## src/rtl/mpsoc_ahb3_spram_bridge.sv

```systemverilog
// AHB3-Lite slave that maps 16-bit transfers onto a single-port synchronous RAM.
// Reads issue in their address phase. A read that follows a write directly waits one cycle.
module mpsoc_ahb3_spram_bridge #(
    parameter int AW       = 6,
    parameter int DW       = 16,
    parameter int MEM_SIZE = 256
) (
    input  logic          mclk,
    input  logic          puc_rst,
    input  logic          HSEL,
    input  logic [31:0]   HADDR,
    input  logic [DW-1:0] HWDATA,
    output logic [DW-1:0] HRDATA,
    input  logic          HWRITE,
    input  logic [2:0]    HSIZE,
    input  logic [2:0]    HBURST,
    input  logic [3:0]    HPROT,
    input  logic [1:0]    HTRANS,
    input  logic          HREADY,
    output logic          HREADYOUT,
    output logic          HRESP,
    output logic [AW-1:0] ram_addr,
    output logic [DW-1:0] ram_din,
    input  logic [DW-1:0] ram_dout,
    output logic          ram_cen,
    output logic [1:0]    ram_wen
);

    typedef enum logic [2:0] {IDLE, WR, RD, RD_WAIT, ERR1, ERR2} state_t;

    state_t        state, state_next;
    logic          ready;
    logic          accept;
    logic          addr_err;
    logic [1:0]    wen_next;
    logic [AW-1:0] addr_r;
    logic [1:0]    wen_r;
    logic          unused_ok;

    assign unused_ok = ^{HBURST, HPROT};

    assign ready     = !(state == ERR1 || state == RD_WAIT);
    assign HREADYOUT = ready;
    assign HRESP     = (state == ERR1) || (state == ERR2);
    assign HRDATA    = (state == RD) ? ram_dout : '0;

    // Gating with puc_rst keeps the combinational read path quiet while in reset.
    assign accept   = HSEL && HREADY && HTRANS[1] && ready && !puc_rst;
    assign addr_err = (HSIZE > 3'd1) || (HADDR >= 32'(MEM_SIZE)) ||
                      ((HSIZE == 3'd1) && HADDR[0]);
    assign wen_next = HSIZE[0] ? 2'b00 : (HADDR[0] ? 2'b01 : 2'b10);

    always_ff @(posedge mclk or posedge puc_rst) begin
        if (puc_rst) begin
            state  <= IDLE;
            addr_r <= '0;
            wen_r  <= '1;
        end else begin
            state <= state_next;
            if (accept && !addr_err) begin
                addr_r <= HADDR[AW:1];
                wen_r  <= wen_next;
            end
        end
    end

    always_comb begin
        state_next = IDLE;
        if (state == ERR1) begin
            state_next = ERR2;
        end else if (state == RD_WAIT) begin
            state_next = RD;
        end else if (accept) begin
            if (addr_err)
                state_next = ERR1;
            else if (HWRITE)
                state_next = WR;
            else if (state == WR)
                state_next = RD_WAIT;
            else
                state_next = RD;
        end
    end

    always_comb begin
        ram_cen  = 1'b1;
        ram_wen  = '1;
        ram_addr = '0;
        ram_din  = '0;
        case (state)
            WR: begin
                ram_cen  = 1'b0;
                ram_wen  = wen_r;
                ram_addr = addr_r;
                ram_din  = HWDATA;
            end
            RD_WAIT: begin
                ram_cen  = 1'b0;
                ram_addr = addr_r;
            end
            default: begin
                if (accept && !addr_err && !HWRITE) begin
                    ram_cen  = 1'b0;
                    ram_addr = HADDR[AW:1];
                end
            end
        endcase
    end

endmodule

```

## config.mk

```make
export PLATFORM = sky130hd
export DESIGN_NAME = mpsoc_ahb3_spram_bridge
export DESIGN_NICKNAME = d
export VERILOG_FILES = /design/src/rtl/mpsoc_ahb3_spram_bridge.sv
export SDC_FILE = /design/constraint.sdc
export NUM_CORES = 1
export LEC_CHECK = 0
export ABC_AREA = 1
export CELL_PAD_IN_SITES_DETAIL_PLACEMENT = 1
export CELL_PAD_IN_SITES_GLOBAL_PLACEMENT = 1
export CORE_ASPECT_RATIO = 0.6
export CORE_UTILIZATION = 16
export DETAILED_ROUTE_END_ITERATION = 8
export GPL_TIMING_DRIVEN = 0
export PLACE_DENSITY_LB_ADDON = 0.2
export SLEW_MARGIN = 20
export SYNTH_ARGS = -nofsm -noshare
export SYNTH_HDL_FRONTEND = slang
export SYNTH_SLANG_ARGS = --single-unit
```

## constraint.sdc

```tcl
create_clock -name mclk -period 6.4 [get_ports mclk]
set_clock_uncertainty 0.2 [all_clocks]
set_input_delay 1.92 -clock mclk [delete_from_list [all_inputs] [get_ports mclk]]
set_output_delay 1.92 -clock mclk [all_outputs]
set_load 0.01 [all_outputs]
```

* Word-level counts from Yosys, hierarchy flattened
Cells that the tools add are included.
** Operators by class
- $lt $le $gt $ge :: 2
- Equality and inequality tests :: 6
- Multiplexer cells :: 15
- Reduce and logical (&&, ||, !) cells :: 16
** Operators by type and width (number)
- 32-bit by 9-bit >= comparator with 1-bit output, second input constant :: 1
- 16-bit 2-to-1 mux :: 2
- 3-bit 2-to-1 mux :: 4
- 6-bit 2-to-1 mux :: 2
- 2-bit 2-to-1 mux :: 4
- 1-bit logical AND :: 7
- 3-bit by 1-bit equality test with 1-bit output, second input constant :: 2
- 3-bit by 2-bit equality test with 1-bit output, second input constant :: 2
- 3-bit equality test, second input constant :: 2
- 1-bit zero test :: 4
- 1-bit logical OR :: 4
- 3-bit by 1-bit > comparator with 1-bit output, second input constant :: 1
- 1-bit 2-to-1 mux :: 3
- 2-bit OR reduction :: 1
** Storage, ports and cells
- Flip-flop bits (word level) :: 11
- Bits of input ports :: 81
- Output and inout port bits :: 43
- Logic and storage cells :: 42

* Depth between registers and ports, before layout
Gate-level depths: netlist of run 1.
- Word-level depth :: 9
- Gate-level depth with buffers :: 8
- Depth with buffers taken out :: 8

* Worst setup path after synthesis of run 1
OpenSTA, ideal clock, no wires.
- Kind :: in2out
- From :: input puc_rst
- To :: output ram_addr[4]
- Arrival :: 2.941 ns
- Data required time :: 4.280 ns
- Path slack :: 1.339 ns
- Stages on the path :: 6
- Path buffers :: 1
- Path through :: inv_1 nand4_1 nor2_4 buf_6 nand4_1 nand2_1
** On the way
- Cells in the longest elaborated chain, start to end :: 6
** Ends and longest elaborated chain
- start: declaration :: RTL line 9 : input logic puc_rst,
- 1-bit zero test (no source line)
- 1-bit logical AND :: RTL line 48 : assign accept = HSEL && HREADY && HTRANS[1] && ready && !puc_rst;
- 1-bit logical AND (2 in series) :: RTL line 102 : if (accept && !addr_err && !HWRITE) begin
- 6-bit 2-to-1 mux :: RTL line 102
- 6-bit 2-to-1 mux :: RTL line 90 : case (state)
- end: declaration :: RTL line 22 : output logic [AW-1:0] ram_addr,
No other way between the ends.

* Worst setup path in the final report of run 1
Same ends and word-level chain as after synthesis.

==> results, run 1 <==
- The cell at the root of the clock tree is sky130_fd_sc_hd__clkbuf_8.
- The area share of the largest cell type after synthesis is 0.223.
- The signed area change from the synthesized netlist to the final layout is 128%.
- Across the run, the number of max-cap violations was 0.
- The worst endpoint required time is 4.28 ns.
- Fill cells in the final layout number 792.
- The run finished with clean final reports.
- The final net count is 378.
- The CTS buffer count is 3.
- Buffers added to address setup during post-CTS repair amount to 0.
- Static timing analysis puts the maximum clock frequency at 0.164 GHz.
- In this run the standard cell core region covers 0.00611 mm^2.
- The average wire per cell in the routed design is 10.4 um.
- The final period utilization is 0.953.
- The overflow left after global routing is 0.
- Summing every instance area after synthesis gives 0.00101 mm^2.
- The number of gates resized after CTS was 0.
- The first detailed-routing pass ran for 4 iterations.
- Entering global routing, the biggest net connects 13 pins.
- The initial utilization of the core area, before any placement, comes to 0.165.
- The count of synthesis-stage warnings from yosys is 0.
- Clock latency on the worst-skew pair, taken at its later pin, is 0.23 ns.
- The clock passes through at most 2 buffers.
- The number of hold-slack violations in the final timing report is 0.
- The startpoint class of the critical path is an input port.
- The row count is 22.
- Summed over all layers, the routed wires come to 3940 um.
- Once detail routing completed, the nets flagged for antenna violations numbered 0.
- The repair_antennas step left the layout with diodes totalling 0.
- The largest fanout of any net on the critical path is 12.
- In this run the count of I/O pins placed on the die edge is 124.
- The critical register-to-register path endpoint is addr_r[3]$_DFFE_PP0P_.
- Setup violations remaining at the end of the flow were counted as 0.
- The cell with the most instances after synthesis is sky130_fd_sc_hd__nor2_1.
- The number of different library cells in the post-synthesis netlist is 17.
- In this run the number of H-tree levels came out at 1.
- The via count of the first global-routing pass came to 1,505.
- The number of nets in the synthesized netlist is 259.
- In the synthesized netlist, the number of instances is 178.
- The number of input and output port buffers inserted is 114.
- The floorplan step defined a die boundary enclosing 0.00665 mm^2.
- The DRC violation count after routing is 0.
- Final hold analysis gives a worst-case slack of 0.258 ns.
- The flip-flop and latch count after synthesis is 11.
- In the synthesized netlist the async set-or-reset flop fraction comes to 1.00.
- By count the netlist is led by 51 x sky130_fd_sc_hd__nor2_1, 39 x sky130_fd_sc_hd__inv_1, 39 x sky130_fd_sc_hd__nand2_1, 10 x sky130_fd_sc_hd__nand3_1, 9 x sky130_fd_sc_hd__dfrtp_1.
- For this design the static power due to leakage is 1.12 nW.
- The number of antenna violations at the first check in global routing is 0.
- The via density per instance is 3.80.
- The start point of the worst min-delay path is wen_r[0]$_DFFE_PP1P_.
- The worst path needs 6.10 ns of the cycle, external delays included.
- The number of vias after detailed routing is 1,444.
- Setup total negative slack on the finished layout was measured at 0 ns.
- The count of pins over their slew limit is 0.
- The die is 63.6 um tall.
- The power density over the cells is 157 mW/mm^2.
- In this run the register-to-register setup slack is 4.78 ns.
- The number of hold buffers added after CTS was 0.
- The worst hold path endpoint is wen_r[0]$_DFFE_PP1P_.
- The post-synthesis average cell area is 5.68 um^2.
- Routability-driven placement finished with a final weighted congestion of 0.678.
- The global-route wire length before repair is 6820 um.
- In this run the tightest slew margin relative to its limit is 0.657.
- The cell depth of the worst hold path is 2.
- Of the synthesized area, sequential elements account for 0.275.
- Setup repair after global routing left no endpoint under its margin.
- The layout cell share with drive strength beyond 1 is 0.0811.
- The kind of capture point of the worst setup path is an output port.
- The clock transition at the registers of the reported paths is 0.05 ns.
- The peak ir drop on the vdd network is 0.0000691 V.
- Yosys attributes the largest share of cell area to sky130_fd_sc_hd__dfrtp_1 22%, sky130_fd_sc_hd__nor2_1 19%, sky130_fd_sc_hd__inv_1 14%.
- The leading register cell type out of synthesis is sky130_fd_sc_hd__dfrtp_1.
- Counting cells, the worst reg-to-reg path comes to 8.
- The arrival time at the worst endpoint is 3.98 ns.
- The class of the worst hold path is flip-flop to flip-flop.
- The overall die width is 105 um.
- The transition at the pin with the smallest max-transition slack is 0.512 ns.
- The detailed router's first-iteration violation count is 28.
- TritonCTS built the clock tree.
- The biggest area contributor in the post-synthesis netlist is sky130_fd_sc_hd__dfrtp_1.
- The half-perimeter wire length after detailed placement is 3440 um.
- For this run, the total global-route usage over all layers was measured as 0.125.
- The tree built by TritonCTS fans out to 11 sinks.
- Counting flops with a built-in enable in the synthesized netlist gives 0.
- The worst setup path is of the input port to output port kind.
- The startpoint identified for the worst register-to-register timing path is state[0]$_DFF_PP0_.
==> critical path, stage by stage <==
cell and delay (ns):
sky130_fd_sc_hd__clkdlybuf4s50_1 0.44, sky130_fd_sc_hd__clkinvlp_4 0.22, sky130_fd_sc_hd__nand4_1 0.19, sky130_fd_sc_hd__nor2_4 0.29, sky130_fd_sc_hd__buf_6 0.19, sky130_fd_sc_hd__nand4_1 0.10
sky130_fd_sc_hd__nand2_1 0.08, sky130_fd_sc_hd__clkdlybuf4s50_1 0.54
==> per-stage QoR <==
stage	instances	utilization	area, um^2	setup WS, ns	power [W]
5_1_grt	380	0.377	2310	0.134	0.000389
3_5_place_dp	376	0.369	2260	0.0845	0.000296
6_report	380	0.377	2310	0.304	0.000361
3_3_place_gp	376	0.369	2260	0.0971	0.000295
4_1_cts	380	0.377	2300	0.0757	0.000368
2_1_floorplan	178	-	1010	1.34	0.000166
==> cell type report <==
cell class	count	area, um^2	area share
plain buffers	4	32.5	0.0141
clock buffers	4	45.0	0.0195
inverters	41	158	0.0684
multi-input cells	122	547	0.237
flip-flops and latches	11	278	0.120
well taps	84	105	0.0456
repair buffers	114	1140	0.495
==> per-layer routing <==
| layer | up-vias | GRT usage | part of all wire | routed length [um] |
|---|---|---|---|---|
| met5 | - | 0 | 0 | 0 |
| met4 | 0 | 0 | 0 | 0 |
| met3 | 0 | 0.0414 | 0.067 | 266 |
| met2 | 47 | 0.207 | 0.43 | 1700 |
| met1 | 640 | 0.168 | 0.50 | 1970 |
| li1 | 757 | - | - | - |
==> worst max path at each step <==
stage,start,end,slack [ns]
floorplan,puc_rst,ram_addr[4],1.34
global placement,puc_rst,ram_addr[4],0.1
detailed placement,puc_rst,ram_addr[4],0.08
CTS,puc_rst,ram_addr[4],0.08
global route,puc_rst,ram_addr[4],0.13
finish,puc_rst,ram_addr[4],0.30
==> kinds of logic after synthesis <==
| group | share of synthesized area |
|---|---|
| and+or+nand+nor | 0.531 |
| AOI/OAI and AO/OA | 0.00990 |
| buffers and inverters | 0.184 |
| DFF | 0.275 |
==> sequential cells by signal (all words and copies together) (netlist names) <==
signal,cells
addr_r,6
wen_r,2
state,3
==> power by group <==
group | switching, W | total (W) | internal, W
clock network | 0.0000257 | 0.0000694 | 0.0000437
logic | 0.0000950 | 0.000213 | 0.000118
registers | 0.00000367 | 0.0000789 | 0.0000752
==> layout by cell type, fill, tap and decap left out <==
master,synthesis,routed
sky130_fd_sc_hd__nand3_1,10,10
sky130_fd_sc_hd__nand4_1,7,7
sky130_fd_sc_hd__nor2_1,51,51
sky130_fd_sc_hd__and2_1,1,1
sky130_fd_sc_hd__nand2_1,39,39
sky130_fd_sc_hd__or2_2,2,2
sky130_fd_sc_hd__buf_6,2,2
sky130_fd_sc_hd__buf_2,2,2
sky130_fd_sc_hd__nor2_2,2,2
sky130_fd_sc_hd__clkbuf_1,0,1
sky130_fd_sc_hd__clkinvlp_4,0,1
sky130_fd_sc_hd__nor2_4,2,2
sky130_fd_sc_hd__inv_1,39,38
sky130_fd_sc_hd__o21ai_1,2,2
sky130_fd_sc_hd__nor2_8,1,1
sky130_fd_sc_hd__inv_2,2,2
sky130_fd_sc_hd__nand2_2,5,5
sky130_fd_sc_hd__dfrtp_1,9,9
sky130_fd_sc_hd__clkbuf_8,0,3
sky130_fd_sc_hd__dfstp_2,2,2
sky130_fd_sc_hd__clkdlybuf4s50_1,0,114
No activity file was read; power rests on OpenSTA's default activity.
==> run 2: changes to the inputs <==
--- a/config.mk
+++ b/config.mk
@@ -8,10 +8,9 @@
 export ABC_AREA = 1
 export CELL_PAD_IN_SITES_DETAIL_PLACEMENT = 1
 export CELL_PAD_IN_SITES_GLOBAL_PLACEMENT = 1
-export CORE_ASPECT_RATIO = 0.6
+export CORE_ASPECT_RATIO = 1.5
 export CORE_UTILIZATION = 16
 export DETAILED_ROUTE_END_ITERATION = 8
-export GPL_TIMING_DRIVEN = 0
 export PLACE_DENSITY_LB_ADDON = 0.2
 export SLEW_MARGIN = 20
 export SYNTH_ARGS = -nofsm -noshare
==> run 2 against run 1 <==
  * Worst hold slack worse by 0.0010 ns
  * Combinational power is 2% lower
  * Largest power group unchanged
  * Cell count is 3.4% lower
  * Design area is 1.7% lower
  * Critical path type unchanged
  * Highest routed layer is now met4
==> results, run 2 (synthesized netlist as in run 1, its figures left out) <==
- The final net count is 375 (was 378).
- The cell-internal power came to 0.000234 W (was 0.000237 W).
- The launching point of the worst reg2reg path is state[2]$_DFF_PP0_ (was state[0]$_DFF_PP0_).
- The count of clock tree sinks was 11 (unchanged).
- The overall track demand over capacity in global routing is 0.115 (was 0.125).
- The met3 demand-to-capacity share in global routing is 0.0378 (was 0.0414).
- The power density over the cells is 158 mW/mm^2 (was 157 mW/mm^2).
- The leakage power total is 1.11 nW (was 1.12 nW).
- The final core area utilization is 0.370 (was 0.377).
- The cell area after placement is 0.00222 mm^2 (was 0.00226 mm^2).
- The vertical die dimension was 99.4 um (was 63.6 um).
- The worst-case headroom to the max-slew limit was 0.603 (was 0.657).
- The part of the total power dissipated in combinational logic came to 0.585 (was 0.589).
- Largest registers: addr_r: 6 flops, state: 3 flops, wen_r: 2 flops (unchanged).
- The met1 track demand over resource is 0.116 (was 0.168).
- The first-pass iteration count of the detailed router is 2 (was 4).
- The number of resized instances in the post-cts repair step came to 0 (unchanged).
- The number of placed I/O pins is 124 (unchanged).
- The worst endpoint required time was 4.28 ns (about the same).
- The number of antenna violations at the first check in global routing was 0 (unchanged).
- The setup fix buffers added after clock tree synthesis came to 0 (unchanged).
- The setup TNS came to 0 ns (unchanged).
- The pin count of the biggest net entering global routing is 19 (was 13).
- The row count is 35 (was 22).
- The switching power came to 0.000124 W (about the same).
- The number of antenna repair diodes is 0 (unchanged).
- The number of flip-flops under the largest register name is 6 (unchanged).
- The final cell area excluding filler cells came to 0.00227 mm^2 (was 0.00231 mm^2).
- The sequential cell area was 278 um^2 (unchanged).
- The leading cell type in the layout, fill and taps excluded was sky130_fd_sc_hd__clkdlybuf4s50_1 (unchanged).
- The register with the most flip-flops is addr_r (unchanged).
- The endpoint of the most critical setup path is ram_addr[0] (was ram_addr[4]).
- The number of nets with antenna violations after detailed routing is 0 (unchanged).
- The count of pins over their slew limit was 0 (unchanged).
- The level count of the clock H-tree was 1 (unchanged).
- The peak clock frequency supported by timing is 0.171 GHz (was 0.164 GHz).
- The largest fanout of any net on the critical path is 17 (was 12).
- The number of vias after detailed routing was 1,480 (was 1,444).
- Most used cells in the layout excluding fill and tap cells: 114 x sky130_fd_sc_hd__clkdlybuf4s50_1, 51 x sky130_fd_sc_hd__nor2_1, 39 x sky130_fd_sc_hd__nand2_1, 39 x sky130_fd_sc_hd__inv_1, 10 x sky130_fd_sc_hd__nand3_1 (was 114 x sky130_fd_sc_hd__clkdlybuf4s50_1, 51 x sky130_fd_sc_hd__nor2_1, 39 x sky130_fd_sc_hd__nand2_1, 38 x sky130_fd_sc_hd__inv_1, 10 x sky130_fd_sc_hd__nand3_1).
- The most crowded layer after global routing was met2 (unchanged).
- The category of the most critical setup path is input port to output port (unchanged).
- The largest buffer count on any clock path is 2 (unchanged).
- The class of the worst hold path is flip-flop to flip-flop (unchanged).
- The minimum setup slack among reg-to-reg paths is 4.70 ns (was 4.78 ns).
- The floorplan die area is 0.00665 mm^2 (about the same).
- The length in cells of the worst reg-to-reg path is 8 (unchanged).
- The overflow left after global routing came to 0 (unchanged).
- The clock latency on the worst-skew pair is 0.24 ns (was 0.23 ns).
- The arrival time at the worst endpoint is 3.72 ns (was 3.98 ns).
- The overall die width is 66.9 um (was 105 um).
- The max capacitance violation total is 0 (unchanged).
- The startpoint class of the critical path is an input port (unchanged).
- The minimum clock period is 5.84 ns (was 6.10 ns).
- The pre-CTS worst setup slack is 0.519 ns (was 0.0845 ns).
- The clock transition at the registers of the reported paths is 0.05 ns (about the same).
- The detailed router's first-iteration violation count is 12 (was 28).
- Run status: complete, no violations (unchanged).
- The DRC violation count after routing is 0 (unchanged).
- The TritonCTS clock tree is yes (unchanged).
- The layout cell share with drive strength beyond 1 is 0.0717 (was 0.0811).
- The minimum setup slack in the final design is 0.556 ns (was 0.304 ns).
- The peak ir drop on the vdd network is 0.0000856 V (was 0.0000691 V).
- The startpoint of the worst setup timing path is puc_rst (unchanged).
- The critical register-to-register path endpoint was addr_r[4]$_DFFE_PP0P_ (was addr_r[3]$_DFFE_PP0P_).
- The final setup violation count is 0 (unchanged).
- The number of hold-slack violations in the final timing report is 0 (unchanged).
- The via count of the first global-routing pass came to 1,448 (was 1,505).
- The weighted congestion at the end of routability-driven global placement came to 0.691 (was 0.678).
- The effective utilization at floorplan came to 0.165 (about the same).
- The half-perimeter wire length after detailed placement was 3240 um (was 3440 um).
- Setup repair after global routing missed its margin: no (unchanged).
- The multi-input combinational cell area is 547 um^2 (unchanged).
- The total wirelength of the detailed-routed design is 3680 um (was 3940 um).
- The global-route wire length before repair is 6160 um (was 6820 um).
- The average wire per cell in the routed design came to 10.0 um (was 10.4 um).
- The transition at the pin with the smallest max-transition slack came to 0.594 ns (was 0.512 ns).
- The final period utilization came to 0.913 (was 0.953).
- The kind of capture point of the worst setup path is an output port (unchanged).
- The number of input and output port buffers inserted is 114 (unchanged).
- The signed area change from the synthesized netlist to the final layout came to 124% (was 128%).
- The fill cell instance count of the final layout is 792 (unchanged).
- The switching power as a share of total power is 0.346 (was 0.344).
- The cell at the root of the clock tree is sky130_fd_sc_hd__clkbuf_8 (unchanged).
- The global routing usage on met2 is 0.219 (was 0.207).
- The via density per instance came to 4.03 (was 3.80).
- The sequential share of power is 0.221 (was 0.218).
- The clock share of power is 0.194 (was 0.192).
- The CTS buffer count was 3 (unchanged).
- The number of hold buffers added after CTS is 0 (unchanged).
- The area of the core came to 0.00613 mm^2 (was 0.00611 mm^2).
[run 2: cell count changes in the layout (fill, tap and decap cells not counted), sizes merged]
cell | before | now
buf | 4 | 1
inv | 40 | 41
clkbuf | 4 | 3
clkinv | 0 | 1
clkinvlp | 1 | 0
[run 2: metal layers]
layer  routed length [um]  share of wire
met4                   21         0.0057
met1                 1290           0.35
met2                 1870           0.51
met5                    0              0
met3                  508           0.14
[run 2: stage by stage]
step / cells / total power (W) / hold WS (ns)
global route: 367 / 0.000387 / 0.277
finish: 367 / 0.000357 / 0.257
global placement: 363 / 0.000293 / 0.253
detailed placement: 363 / 0.000294 / 0.256
CTS: 367 / 0.000366 / 0.262
floorplan: 178 / 0.000166 / 0.240
[run 2: worst min path at each step]
stage | slack [ns] | cells after the start | startpoint | endpoint
after floorplan | 0.24 | 2 | wen_r[0]$_DFFE_PP1P_ | wen_r[0]$_DFFE_PP1P_
after global placement | 0.25 | 2 | wen_r[1]$_DFFE_PP1P_ | wen_r[1]$_DFFE_PP1P_
after detailed placement | 0.26 | 2 | wen_r[0]$_DFFE_PP1P_ | wen_r[0]$_DFFE_PP1P_
after CTS | 0.26 | 2 | wen_r[0]$_DFFE_PP1P_ | wen_r[0]$_DFFE_PP1P_
after global routing | 0.28 | 2 | wen_r[0]$_DFFE_PP1P_ | wen_r[0]$_DFFE_PP1P_
final | 0.26 | 2 | wen_r[0]$_DFFE_PP1P_ | wen_r[0]$_DFFE_PP1P_
[run 2: worst max-delay path, stage by stage]
cell	delay (ns)
sky130_fd_sc_hd__clkdlybuf4s50_1	0.40
sky130_fd_sc_hd__inv_1	0.09
sky130_fd_sc_hd__nand4_1	0.16
sky130_fd_sc_hd__nor2_4	0.38
sky130_fd_sc_hd__nand4_1	0.15
sky130_fd_sc_hd__nand2_1	0.08
sky130_fd_sc_hd__clkdlybuf4s50_1	0.54
[run 2: cell type report]
| type | instances | share of cell area |
|---|---|---|
| multi-input cells | 122 | 0.241 |
| clock buffers | 3 | 0.0182 |
| flip-flops and latches | 11 | 0.123 |
| well taps | 74 | 0.0409 |
| repair buffers | 115 | 0.507 |
| clock inverters | 1 | 0.00221 |
| inverters | 41 | 0.0679 |
[run 2: power groups by stage]
| stage | clock, W | combinational, W | sequential (W) |
|---|---|---|---|
| floorplan | 0 | 0.0000864 | 0.0000798 |
| global placement | 0 | 0.000213 | 0.0000800 |
| detailed placement | 0 | 0.000214 | 0.0000804 |
| CTS | 0.0000717 | 0.000215 | 0.0000792 |
| global route | 0.0000763 | 0.000231 | 0.0000798 |
| finish | 0.0000693 | 0.000209 | 0.0000790 |
==> run 3: changes to the inputs <==
--- a/config.mk
+++ b/config.mk
@@ -6,6 +6,7 @@
 export NUM_CORES = 1
 export LEC_CHECK = 0
 export ABC_AREA = 1
+export CAP_MARGIN = 20
 export CELL_PAD_IN_SITES_DETAIL_PLACEMENT = 1
 export CELL_PAD_IN_SITES_GLOBAL_PLACEMENT = 1
 export CORE_ASPECT_RATIO = 1.5
==> results of run 3 <==
Same layout as run 2: the final DEF is identical, and so are final timing and power.
